File: src/rtl/song_sequencer_pkg.sv
`default_nettype none
// +--------------------------------------------------------------------+
// | Package : song_sequencer_pkg                                       |
// | Purpose : Shared types for the song sequencer: song ROM entry      |
// |           layout, FSM state encoding, note vector type and the     |
// |           entry-field clean-up helpers.                            |
// | Ports   : none (package)                                           |
// | Rev     : 1.0  initial release                                     |
// +--------------------------------------------------------------------+
package song_sequencer_pkg;

   // One bit per note, bit0 = do.
   typedef logic [6:0] Notes;

   // 16-bit song ROM word.
   typedef struct packed {
      logic       end_mark;
      logic [1:0] octave;
      Notes       notes;
      logic [5:0] dur;
   } SongEntry;

   typedef enum logic [2:0] {
      ST_IDLE  = 3'd0,
      ST_FETCH = 3'd1,
      ST_WAIT  = 3'd2,
      ST_PLAY  = 3'd3,
      ST_GAP   = 3'd4
   } SeqState;

   localparam int DUR_W = 6;

   // Octave code 3 is undefined on the note path; fold it onto mid.
   function automatic logic [1:0] fix_octave(input logic [1:0] oct);
      return (oct == 2'd3) ? 2'd1 : oct;
   endfunction

   // A zero duration would never expire; play it for one tick.
   function automatic logic [DUR_W-1:0] fix_dur(input logic [DUR_W-1:0] dur);
      return (dur == '0) ? DUR_W'(1) : dur;
   endfunction

endpackage
`default_nettype wire

File: src/rtl/song_sequencer_tick_prescaler.sv
`default_nettype none
// +--------------------------------------------------------------------+
// | Module  : tick_prescaler                                           |
// | Purpose : Divides clk into a one-cycle tempo tick every            |
// |           TICK_CYCLES enabled cycles.                              |
// | Ports   : clk       in  system clock                               |
// |           sys_rst_n in  synchronous active-low reset               |
// |           en        in  count enable (count holds when low)        |
// |           clr       in  restart the count from zero                |
// |           tick      out high on the enabled terminal-count cycle   |
// | Rev     : 1.0  initial release                                     |
// +--------------------------------------------------------------------+
module tick_prescaler #(
   parameter int TICK_CYCLES = 1_562_500
) (
   input  logic clk,
   input  logic sys_rst_n,
   input  logic en,
   input  logic clr,
   output logic tick
);

   localparam int               CNT_W = $clog2(TICK_CYCLES);
   localparam logic [CNT_W-1:0] TERM  = CNT_W'(TICK_CYCLES - 1);
   localparam logic [CNT_W-1:0] ONE   = CNT_W'(1);

   logic [CNT_W-1:0] count;

   // Tick is decoded from the count register so the FSM sees it in the
   // same cycle the count hits terminal; it only fires while enabled.
   assign tick = en && (count == TERM);

   always_ff @(posedge clk) begin
      if (!sys_rst_n) begin
         count <= '0;
      end else if (clr || tick) begin
         count <= '0;
      end else if (en) begin
         count <= count + ONE;
      end
   end

endmodule
`default_nettype wire

File: src/rtl/song_sequencer.sv
`default_nettype none
// +--------------------------------------------------------------------+
// | Module  : song_sequencer                                           |
// | Purpose : Autoplay controller. Fetches song entries from a         |
// |           synchronous ROM, plays each note for its duration in     |
// |           tempo ticks, then inserts an articulation rest.          |
// | Ports   : clk, sys_rst_n       clock, sync active-low reset        |
// |           start, stop, pause   playback control                    |
// |           song_base            first entry address (on start)      |
// |           mem_rd/mem_addr      ROM read strobe / address           |
// |           mem_data             ROM word, one cycle after mem_rd    |
// |           notes/octave         registered note word                |
// |           note_valid           note word is to be sounded          |
// |           step_idx             entry offset from song_base         |
// |           busy/done            activity flag / end-of-song pulse   |
// | Rev     : 1.0  initial release                                     |
// +--------------------------------------------------------------------+
module song_sequencer
   import song_sequencer_pkg::*;
#(
   parameter int ADDR_W      = 10,
   parameter int TICK_CYCLES = 1_562_500,
   parameter int GAP_TICKS   = 2
) (
   input  logic              clk,
   input  logic              sys_rst_n,
   input  logic              start,
   input  logic              stop,
   input  logic              pause,
   input  logic [ADDR_W-1:0] song_base,
   output logic              mem_rd,
   output logic [ADDR_W-1:0] mem_addr,
   input  logic [15:0]       mem_data,
   output logic [6:0]        notes,
   output logic [1:0]        octave,
   output logic              note_valid,
   output logic [ADDR_W-1:0] step_idx,
   output logic              busy,
   output logic              done
);

   localparam logic [DUR_W-1:0]  DCNT_ONE = DUR_W'(1);
   localparam logic [DUR_W-1:0]  GAP_LOAD = DUR_W'(GAP_TICKS);
   localparam logic [ADDR_W-1:0] ADDR_ONE = ADDR_W'(1);

   SeqState           state, state_n;
   logic [ADDR_W-1:0] addr, addr_n, step_n, maddr_n;
   logic [DUR_W-1:0]  dcnt, dcnt_n;
   Notes              ent_notes, ent_notes_n, notes_n;
   logic [1:0]        ent_oct, ent_oct_n, octave_n;
   logic              rd_n, done_n, valid_n, busy_n;
   logic              pre_clr, pre_en, tick, advance;
   SongEntry          word;

   assign word   = mem_data;
   assign pre_en = ((state == ST_PLAY) || (state == ST_GAP)) && !pause;

   tick_prescaler #(
      .TICK_CYCLES (TICK_CYCLES)
   ) u_prescaler (
      .clk       (clk),
      .sys_rst_n (sys_rst_n),
      .en        (pre_en),
      .clr       (pre_clr),
      .tick      (tick)
   );

   always_comb begin
      state_n     = state;
      addr_n      = addr;
      step_n      = step_idx;
      dcnt_n      = dcnt;
      ent_notes_n = ent_notes;
      ent_oct_n   = ent_oct;
      maddr_n     = mem_addr;
      rd_n        = 1'b0;
      done_n      = 1'b0;
      pre_clr     = 1'b0;
      advance     = 1'b0;

      if (stop) begin
         state_n = ST_IDLE;
      end else if (start) begin
         // Restart from any state; a ROM word still in flight is dropped
         // because WAIT is left without latching it.
         state_n = ST_FETCH;
         addr_n  = song_base;
         step_n  = '0;
         maddr_n = song_base;
         rd_n    = 1'b1;
         pre_clr = 1'b1;
      end else begin
         case (state)
            ST_FETCH: state_n = ST_WAIT;
            ST_WAIT: begin
               ent_notes_n = word.notes;
               ent_oct_n   = fix_octave(word.octave);
               if (word.end_mark) begin
                  state_n = ST_IDLE;
                  done_n  = 1'b1;
               end else begin
                  dcnt_n  = fix_dur(word.dur);
                  pre_clr = 1'b1;
                  state_n = ST_PLAY;
               end
            end
            ST_PLAY: begin
               if (tick) begin
                  dcnt_n = dcnt - DCNT_ONE;
                  if (dcnt == DCNT_ONE) begin
                     if (GAP_TICKS > 0) begin
                        dcnt_n  = GAP_LOAD;
                        pre_clr = 1'b1;
                        state_n = ST_GAP;
                     end else begin
                        advance = 1'b1;
                     end
                  end
               end
            end
            ST_GAP: begin
               if (tick) begin
                  dcnt_n = dcnt - DCNT_ONE;
                  if (dcnt == DCNT_ONE) begin
                     advance = 1'b1;
                  end
               end
            end
            default: ;
         endcase

         if (advance) begin
            // No wrap past the top of the ROM: the last address ends the song.
            if (&addr) begin
               state_n = ST_IDLE;
               done_n  = 1'b1;
            end else begin
               addr_n  = addr + ADDR_ONE;
               step_n  = step_idx + ADDR_ONE;
               maddr_n = addr + ADDR_ONE;
               rd_n    = 1'b1;
               state_n = ST_FETCH;
            end
         end
      end

      // Outputs are registered from the next state so they line up with it.
      notes_n  = (state_n == ST_PLAY) ? ent_notes_n : '0;
      octave_n = ((state_n == ST_PLAY) || (state_n == ST_GAP)) ? ent_oct_n : 2'd0;
      valid_n  = (state_n == ST_PLAY) && !pause && (ent_notes_n != '0);
      busy_n   = (state_n != ST_IDLE);
   end

   always_ff @(posedge clk) begin
      if (!sys_rst_n) begin
         state      <= ST_IDLE;
         addr       <= '0;
         dcnt       <= '0;
         ent_notes  <= '0;
         ent_oct    <= '0;
         mem_rd     <= 1'b0;
         mem_addr   <= '0;
         notes      <= '0;
         octave     <= '0;
         note_valid <= 1'b0;
         step_idx   <= '0;
         busy       <= 1'b0;
         done       <= 1'b0;
      end else begin
         state      <= state_n;
         addr       <= addr_n;
         dcnt       <= dcnt_n;
         ent_notes  <= ent_notes_n;
         ent_oct    <= ent_oct_n;
         mem_rd     <= rd_n;
         mem_addr   <= maddr_n;
         notes      <= notes_n;
         octave     <= octave_n;
         note_valid <= valid_n;
         step_idx   <= step_n;
         busy       <= busy_n;
         done       <= done_n;
      end
   end

endmodule
`default_nettype wire

File: config.mk
export PLATFORM = sky130hd
export DESIGN_NAME = song_sequencer
export DESIGN_NICKNAME = d
export VERILOG_FILES = /design/src/rtl/song_sequencer_pkg.sv /design/src/rtl/song_sequencer_tick_prescaler.sv /design/src/rtl/song_sequencer.sv
export SDC_FILE = /design/constraint.sdc
export NUM_CORES = 1
export LEC_CHECK = 0
export ABC_CLOCK_PERIOD_IN_PS = 7600
export CAP_MARGIN = 0
export CORE_MARGIN = 2
export CORE_UTILIZATION = 59
export CTS_BUF_LIST = sky130_fd_sc_hd__clkbuf_8
export DETAILED_ROUTE_END_ITERATION = 7
export PLACE_DENSITY_LB_ADDON = 0.2
export SLEW_MARGIN = 20
export SYNTH_ARGS = -nofsm -noshare
export SYNTH_HDL_FRONTEND = slang
export SYNTH_HIERARCHICAL = 1
export SYNTH_SLANG_ARGS = --single-unit
File: constraint.sdc
create_clock -name clk -period 7.6 [get_ports clk]
set_input_delay 2.28 -clock clk [delete_from_list [all_inputs] [get_ports clk]]
set_output_delay 2.28 -clock clk [all_outputs]
set_load 0.02 [all_outputs]
# Word level (Yosys, flattened, before mapping)
# Index checks and enable logic that the tools add are counted.
[word_totals]
elab_cells = 97
input_bits = 31
regBits = 72
output_inout_bits = 33
[classes]
n_bitwise = 3
muxes = 43
add_sub_neg = 4
eq_ne = 13
reduce_logical = 21
[op_table]
columns = ["operator", "count"]
rows = [
  ["$mux W10", 6],
  ["$mux W6", 5],
  ["$add A21 B1 Y21 const B", 1],
  ["$eq A21 B21 Y1 const B", 1],
  ["$mux W7", 3],
  ["$add A10 B1 Y10 const B", 2],
  ["$pmux W6 S3", 1],
  ["$mux W1", 16],
  ["$mux W3", 5],
  ["$mux W2", 5],
  ["$reduce_and A10 Y1", 1],
  ["$eq A3 B2 Y1 const B", 3],
  ["$pmux W3 S3", 1],
  ["$reduce_bool A7 Y1", 1],
  ["$eq A3 B3 Y1 const B", 2],
  ["$eq A6 B1 Y1 const B", 1],
  ["$logic_not A6 Y1", 1],
  ["$reduce_and A6 Y1", 1],
  ["$reduce_bool A3 Y1", 2],
  ["$sub A6 B1 Y6 const B", 1],
  ["$logic_and A1 B1 Y1", 4],
  ["$ne A2 B1 Y1 const B", 2],
  ["$ne A2 B2 Y1 const B", 2],
  ["$reduce_and A2 Y1", 2],
  ["other kinds (10)", 15],
]

# Logic depth before layout (Yosys ltp)
[logic_depth]
ltp_word = 14
depth_mapped = 17
mapped_depth_nobuf = 14

# Hierarchy
# The synthesis kept the hierarchy.
[by_module_without_submodules]
columns = ["mod", "seq_area_each_um2", "n_inst", "cells_each", "area_per_inst_um2"]
rows = [
  ["song_sequencer", 1021.0, 1, 325, 2645.0],
  ["tick_prescaler", 420.4, 1, 116, 977.2],
]

# Worst setup path after synthesis
# OpenSTA, ideal clock, no wires.
[synth_timing]
kind = "input port to flip-flop"
from = "in pause"
to = "reg note_valid"
path_slack_ps = 3171
setup_time_ps = 100
arrival_ps = 4329
n_path_buf = 2
required_time_ps = 7500
cell_stages = 11
path_cell_list = "nor2_1 -> buf_4 -> and4b_1 -> nand4_1 -> nor2_1 -> nand2_1 -> or4_4 -> buf_6 -> o21ai_4 -> o21ai_4 -> a2111oi_4"
[synth_between]
elab_chain_cells = 13
elab_cells_between_ends = 15
cone_classes = "1 x eq/ne; 9 x mux; 5 x reduce/logical"
[synth_lines]
columns = ["element", "line_no", "text"]
rows = [
  ["from (decl)", "song_sequencer.sv:29", "input logic pause,"],
  ["$logic_not A1 Y1 *", "song_sequencer.sv:56", "assign pre_en = ((state == ST_PLAY) || (state == ST_GAP)) && !pause;"],
  ["$logic_and A1 B1 Y1 *", "song_sequencer.sv:56", ""],
  ["$logic_and A1 B1 Y1 *", "song_sequencer_tick_prescaler.sv:31", "assign tick = en && (count == TERM);"],
  ["net tick", "song_sequencer.sv:52", "logic pre_clr, pre_en, tick, advance;"],
  ["$mux W1", "song_sequencer.sv:122", "if (tick) begin"],
  ["$mux W1", "n/a", ""],
  ["$mux W1", "song_sequencer.sv:83", "end else if (start) begin"],
  ["$mux W1", "song_sequencer.sv:81", "if (stop) begin"],
  ["$mux W3 *", "song_sequencer.sv:132", "if (advance) begin"],
  ["$mux W3 *", "song_sequencer.sv:83", ""],
  ["$mux W3 *", "song_sequencer.sv:81", ""],
  ["$eq A3 B2 Y1 *", "song_sequencer.sv:150", "valid_n = (state_n == ST_PLAY) && !pause && (ent_notes_n != '0);"],
  ["$logic_and A1 B1 Y1 * (2 in a row)", "song_sequencer.sv:150", ""],
  ["to (signal assigned)", "song_sequencer.sv:179", "note_valid <= valid_n;"],
  ["to (decl)", "song_sequencer.sv:36", "output logic note_valid,"],
]
# Mark *: on every way through the listed nets, which the timed path passes. The rest lies on a longest branch. The select of a mux whose other input is x is not followed.
# A chain may end at the register's enable or synchronous reset.

# Worst setup path after layout
[layout_timing]
from = "in pause"
to = "reg note_valid"
[layout_between]
elab_chain_cells = 13
elab_cells_between_ends = 15
cone_classes = "1 x eq/ne; 9 x mux; 5 x reduce/logical"
[layout_lines]
columns = ["element", "line_no"]
rows = [
  ["$logic_not A1 Y1 *", "song_sequencer.sv:56"],
  ["$logic_and A1 B1 Y1 *", "song_sequencer.sv:56"],
  ["net pre_en", "song_sequencer.sv:52"],
  ["$logic_and A1 B1 Y1 *", "song_sequencer_tick_prescaler.sv:31"],
  ["net tick", "song_sequencer.sv:52"],
  ["$mux W1", "song_sequencer.sv:122"],
  ["$mux W1", "n/a"],
  ["$mux W1", "song_sequencer.sv:83"],
  ["$mux W1", "song_sequencer.sv:81"],
  ["$mux W3 *", "song_sequencer.sv:132"],
  ["$mux W3 *", "song_sequencer.sv:83"],
  ["$mux W3 *", "song_sequencer.sv:81"],
  ["$eq A3 B2 Y1 *", "song_sequencer.sv:150"],
  ["$logic_and A1 B1 Y1 * (2 in a row)", "song_sequencer.sv:150"],
]
# Marked as above.

==> impl_metrics.csv <==
group,metric,value,unit
finish,final_util,74.5,%
drt,drt_wl_total,8.52,mm
timing,tightest_slew,1.09,ns
timing,final.setup.tns,0,ns
placed_design,io_buffers,63,
die,core.rowCount,28,
setup_path,path_max_fanout,14,
global_route,grt_pass1_vias,3115,
synth,syn_nets,477,
synth,async_flop_share,0,%
cts,htree_levels,3,
synth,syn_inst,441,
setup_path,worst-path-buf-inv,1,
global_route,grt_remaining_overflow,0,
finish,fin_nets,529,
placed_design,dp_hpwl,5.98,mm
synth,yosys_register_bits,72,
synth,yosysUniqueCellTypes,57,
placed_design,place_area,4240,sq um
placed_design,place_congestion,0.839,
pwr,power_leakage,1.51,nW
finish,final_area,4410,sq um
setup_path,worst_ep_arrival_time,5.44,ns
die,core,5920,sq um
global_route,grt_max_degree,31,
pwr,pwr-share-comb,7.7,%
setup_path,slowest_delay,0.59,ns
cts,postCtsHoldBufs,0,
timing,hold_viol,0,
cts,cts_made_buffers,9,
finish,seq_area,1440,sq um
cts,clockBufferDepth,2,
synth,synth.yosys.seq_area_share,39.8,%
global_route,grtUsageTotal,26.4,%
pwr,power_frac_seq,54.3,%
finish,multi_input_area,2020,sq um
setup_path,cp_top_family,"simple AND/OR/NAND/NOR gates",
drt,final_antenna_net_count,0,
placed_design,dp.cells,557,
pwr,power.internal,0.525,mW
die,num_io_pins,64,
drt,num_vias,3404,
synth,synth.avg_cell_area,8.21,sq um
pwr,p_clk_share,38.0,%
min_path,min_path_type,"flop to flop",
drt,drc,0,
drt,viasPerCell,5.94,
synth,synth_ff_type,"dfxtp_1",
pwr,net-switching-power,0.184,mW
pwr,power.density,161,nW/um^2
cts,clkLatencyLatePin,0.35,ns
timing,fmax,193,MHz
drt,drt-initial-drc-count,152,
timing,finalCritPeriodShare,68.2,%
timing,setup_viol,0,
timing,finalMaxSlewViolations,0,
timing,finalClockSkew,0.0101,ns
synth,synth_area,3620,sq um
timing,rsz0062_at_grt,"no",
setup_path,worstSetupPathType,"input port to flop",
pwr,ir_drop,0.000160,V
pwr,swShare,25.9,%
synth,synth_warnings,6,
global_route,grt_pass1_wl,13.9,mm
die,dieArea,6780,sq um
timing,maxSlewHeadroom,26.9,%
drt,drt-pass1-iter-count,5,
finish,fin_cells,573,
finish,drive_gt1_share,6.02,%
setup_path,cp-end-kind,"flop",
timing,whs,0.490,ns
setup_path,crit_required,7.86,ns
finish,n_fill_cell,455,
die,start_util,61.2,%
finish,antenna_cells,0,
flow_run,drv_cap,0,
cts,cts_setup_buffers,0,
cts,clockRootBuffer,"clkbuf_8",
cts,clk_pin_slew,0.08,ns
drt,wl_per_cell,14.9,um
die,die_h,82.4,um
setup_path,worstSetupStartpointType,"input port",
cts,cts.sinks,72,
cts,cts_tree,"done",
cts,ctsResizeCount,0,
synth,synth-edff-count,0,
setup_path,cp_slowest_cell,"or4_4",
die,die_w,82.4,um
global_route,antenna_found_initial,0,
finish,area_delta_synth_final,21.8,%
outcome,status,"complete, no violations",
timing,period_needed,5.18,ns
setup_path,cp_cell_sequence,"clkdlybuf4s50_1, nor2_1, and4b_1, nand4_1, nor2_1, nand2_1, or4_4, o21ai_4, o21ai_4, a2111oi_4",
==> flip-flops by register name (all words and copies together) (netlist names) <==
register,count
u_prescaler/count,21
addr,10
step_idx,10
ent_notes,7
notes,7
dcnt,6
state,3
ent_oct,2
octave,2
busy,1
done,1
mem_rd,1
note_valid,1
==> worst min-delay path: stages (launching register included) <==
cell and delay, ns:
dfxtp_1 0.32, o21ai_0 0.07, a21oi_1 0.06
==> placed cells by master (no fill, tap or decap), drive strengths merged, types with 3 or more instances in the layout <==
cell and n:
clkinv 3, a31oi 3, nor2b 4, o31ai 4
a22o 3, and4 4, xnor2 15, nor4 12
dfxtp 72, nor2 65, mux2i 13, nand3b 3
a21oi 34, nand3 17, clkbuf 9, a21o 4
o21ai 27, a211oi 3, nor3 13, ha 5
xor2 6, nand2 38, clkdlybuf4s50 63, and3 4
clkinvlp 3, inv 13, or4 8, or3 7
nand4 14
==> Yosys cell counts (2+ instances only) <==
master	number	share of area, %
mux2i_1	13	3.6
o21a_1	2	0.41
and3_1	4	0.69
o32ai_1	2	0.48
nand4_1	14	2.4
ha_1	5	1.7
nand2_1	38	3.9
buf_6	3	0.93
and4_1	4	0.97
xor2_1	6	1.5
nor2b_1	4	0.69
nand3b_1	3	0.62
a32oi_1	2	0.48
xnor2_1	15	3.6
nor3_1	13	1.8
a22oi_1	2	0.41
or4_4	2	0.62
dfxtp_1	72	40
o22ai_1	2	0.35
a21o_1	4	0.83
o21ai_0	25	3.5
clkbuf_1	15	1.6
a22o_1	3	0.73
o31ai_1	4	0.83
a211oi_1	2	0.41
nand3_1	16	2.2
buf_2	3	0.41
and2_1	2	0.35
a21oi_1	34	4.7
or2_2	2	0.35
o21ai_4	2	0.90
nor4_1	9	1.6
or3_1	7	1.2
or4_1	6	1.2
inv_1	11	1.1
a31oi_1	3	0.52
nor4_2	3	1.0
nor2_1	65	6.7
==> power by group through the flow <==
stage	Combinational, mW	Clock, mW	Sequential [mW]
floorplan	0.0242	0	0.395
global placement	0.0529	0	0.393
detailed placement	0.0538	0	0.394
CTS	0.0543	0.273	0.385
global route	0.0591	0.290	0.385
finish	0.0545	0.269	0.385
==> cells by family after synthesis <==
group,Yosys count,synth area share (%)
simple gates,199,28.2
compound gates,96,17.2
flops,72,39.8
buf+inv,35,4.46
xor+xnor,21,5.08
mux,13,3.59
fa+ha+maj,5,1.73
==> final timing paths <==
check | start | to | slack (ns) | cells past startpoint
hold reg to reg | u_prescaler/count[18] | u_prescaler/count[18] | 0.49 | 2
hold / removal | u_prescaler/count[18] | u_prescaler/count[18] | 0.49 | 2
setup reg to reg | state[1] | note_valid | 3.35 | 11
setup / recovery | pause | note_valid | 2.42 | 10
==> final cells by class <==
class / count / area share, %
Clock buffer: 9 / 2.81
Clock inverter: 7 / 1.11
Inverter: 12 / 1.02
Multi-Input combinational cell: 334 / 45.8
Sequential cell: 72 / 32.7
Tap cell: 75 / 2.13
Timing Repair Buffer: 64 / 14.5
==> per-layer routing <==
metal	track usage (%)	wire length, um	up-vias
met5	0	0	-
met4	14.0	245	0
met3	5.00	395	31
met2	44.2	4180	106
met1	32.0	3700	1579
li1	-	-	1688
==> through the flow <==
step / total power [mW] / setup WS, ns
after global placement: 0.446 / 2.15
final: 0.708 / 2.42
after detailed placement: 0.447 / 2.05
after global routing: 0.735 / 2.11
after CTS: 0.711 / 2.43
after floorplan: 0.419 / 3.17
(Power assumes the default switching activity.)
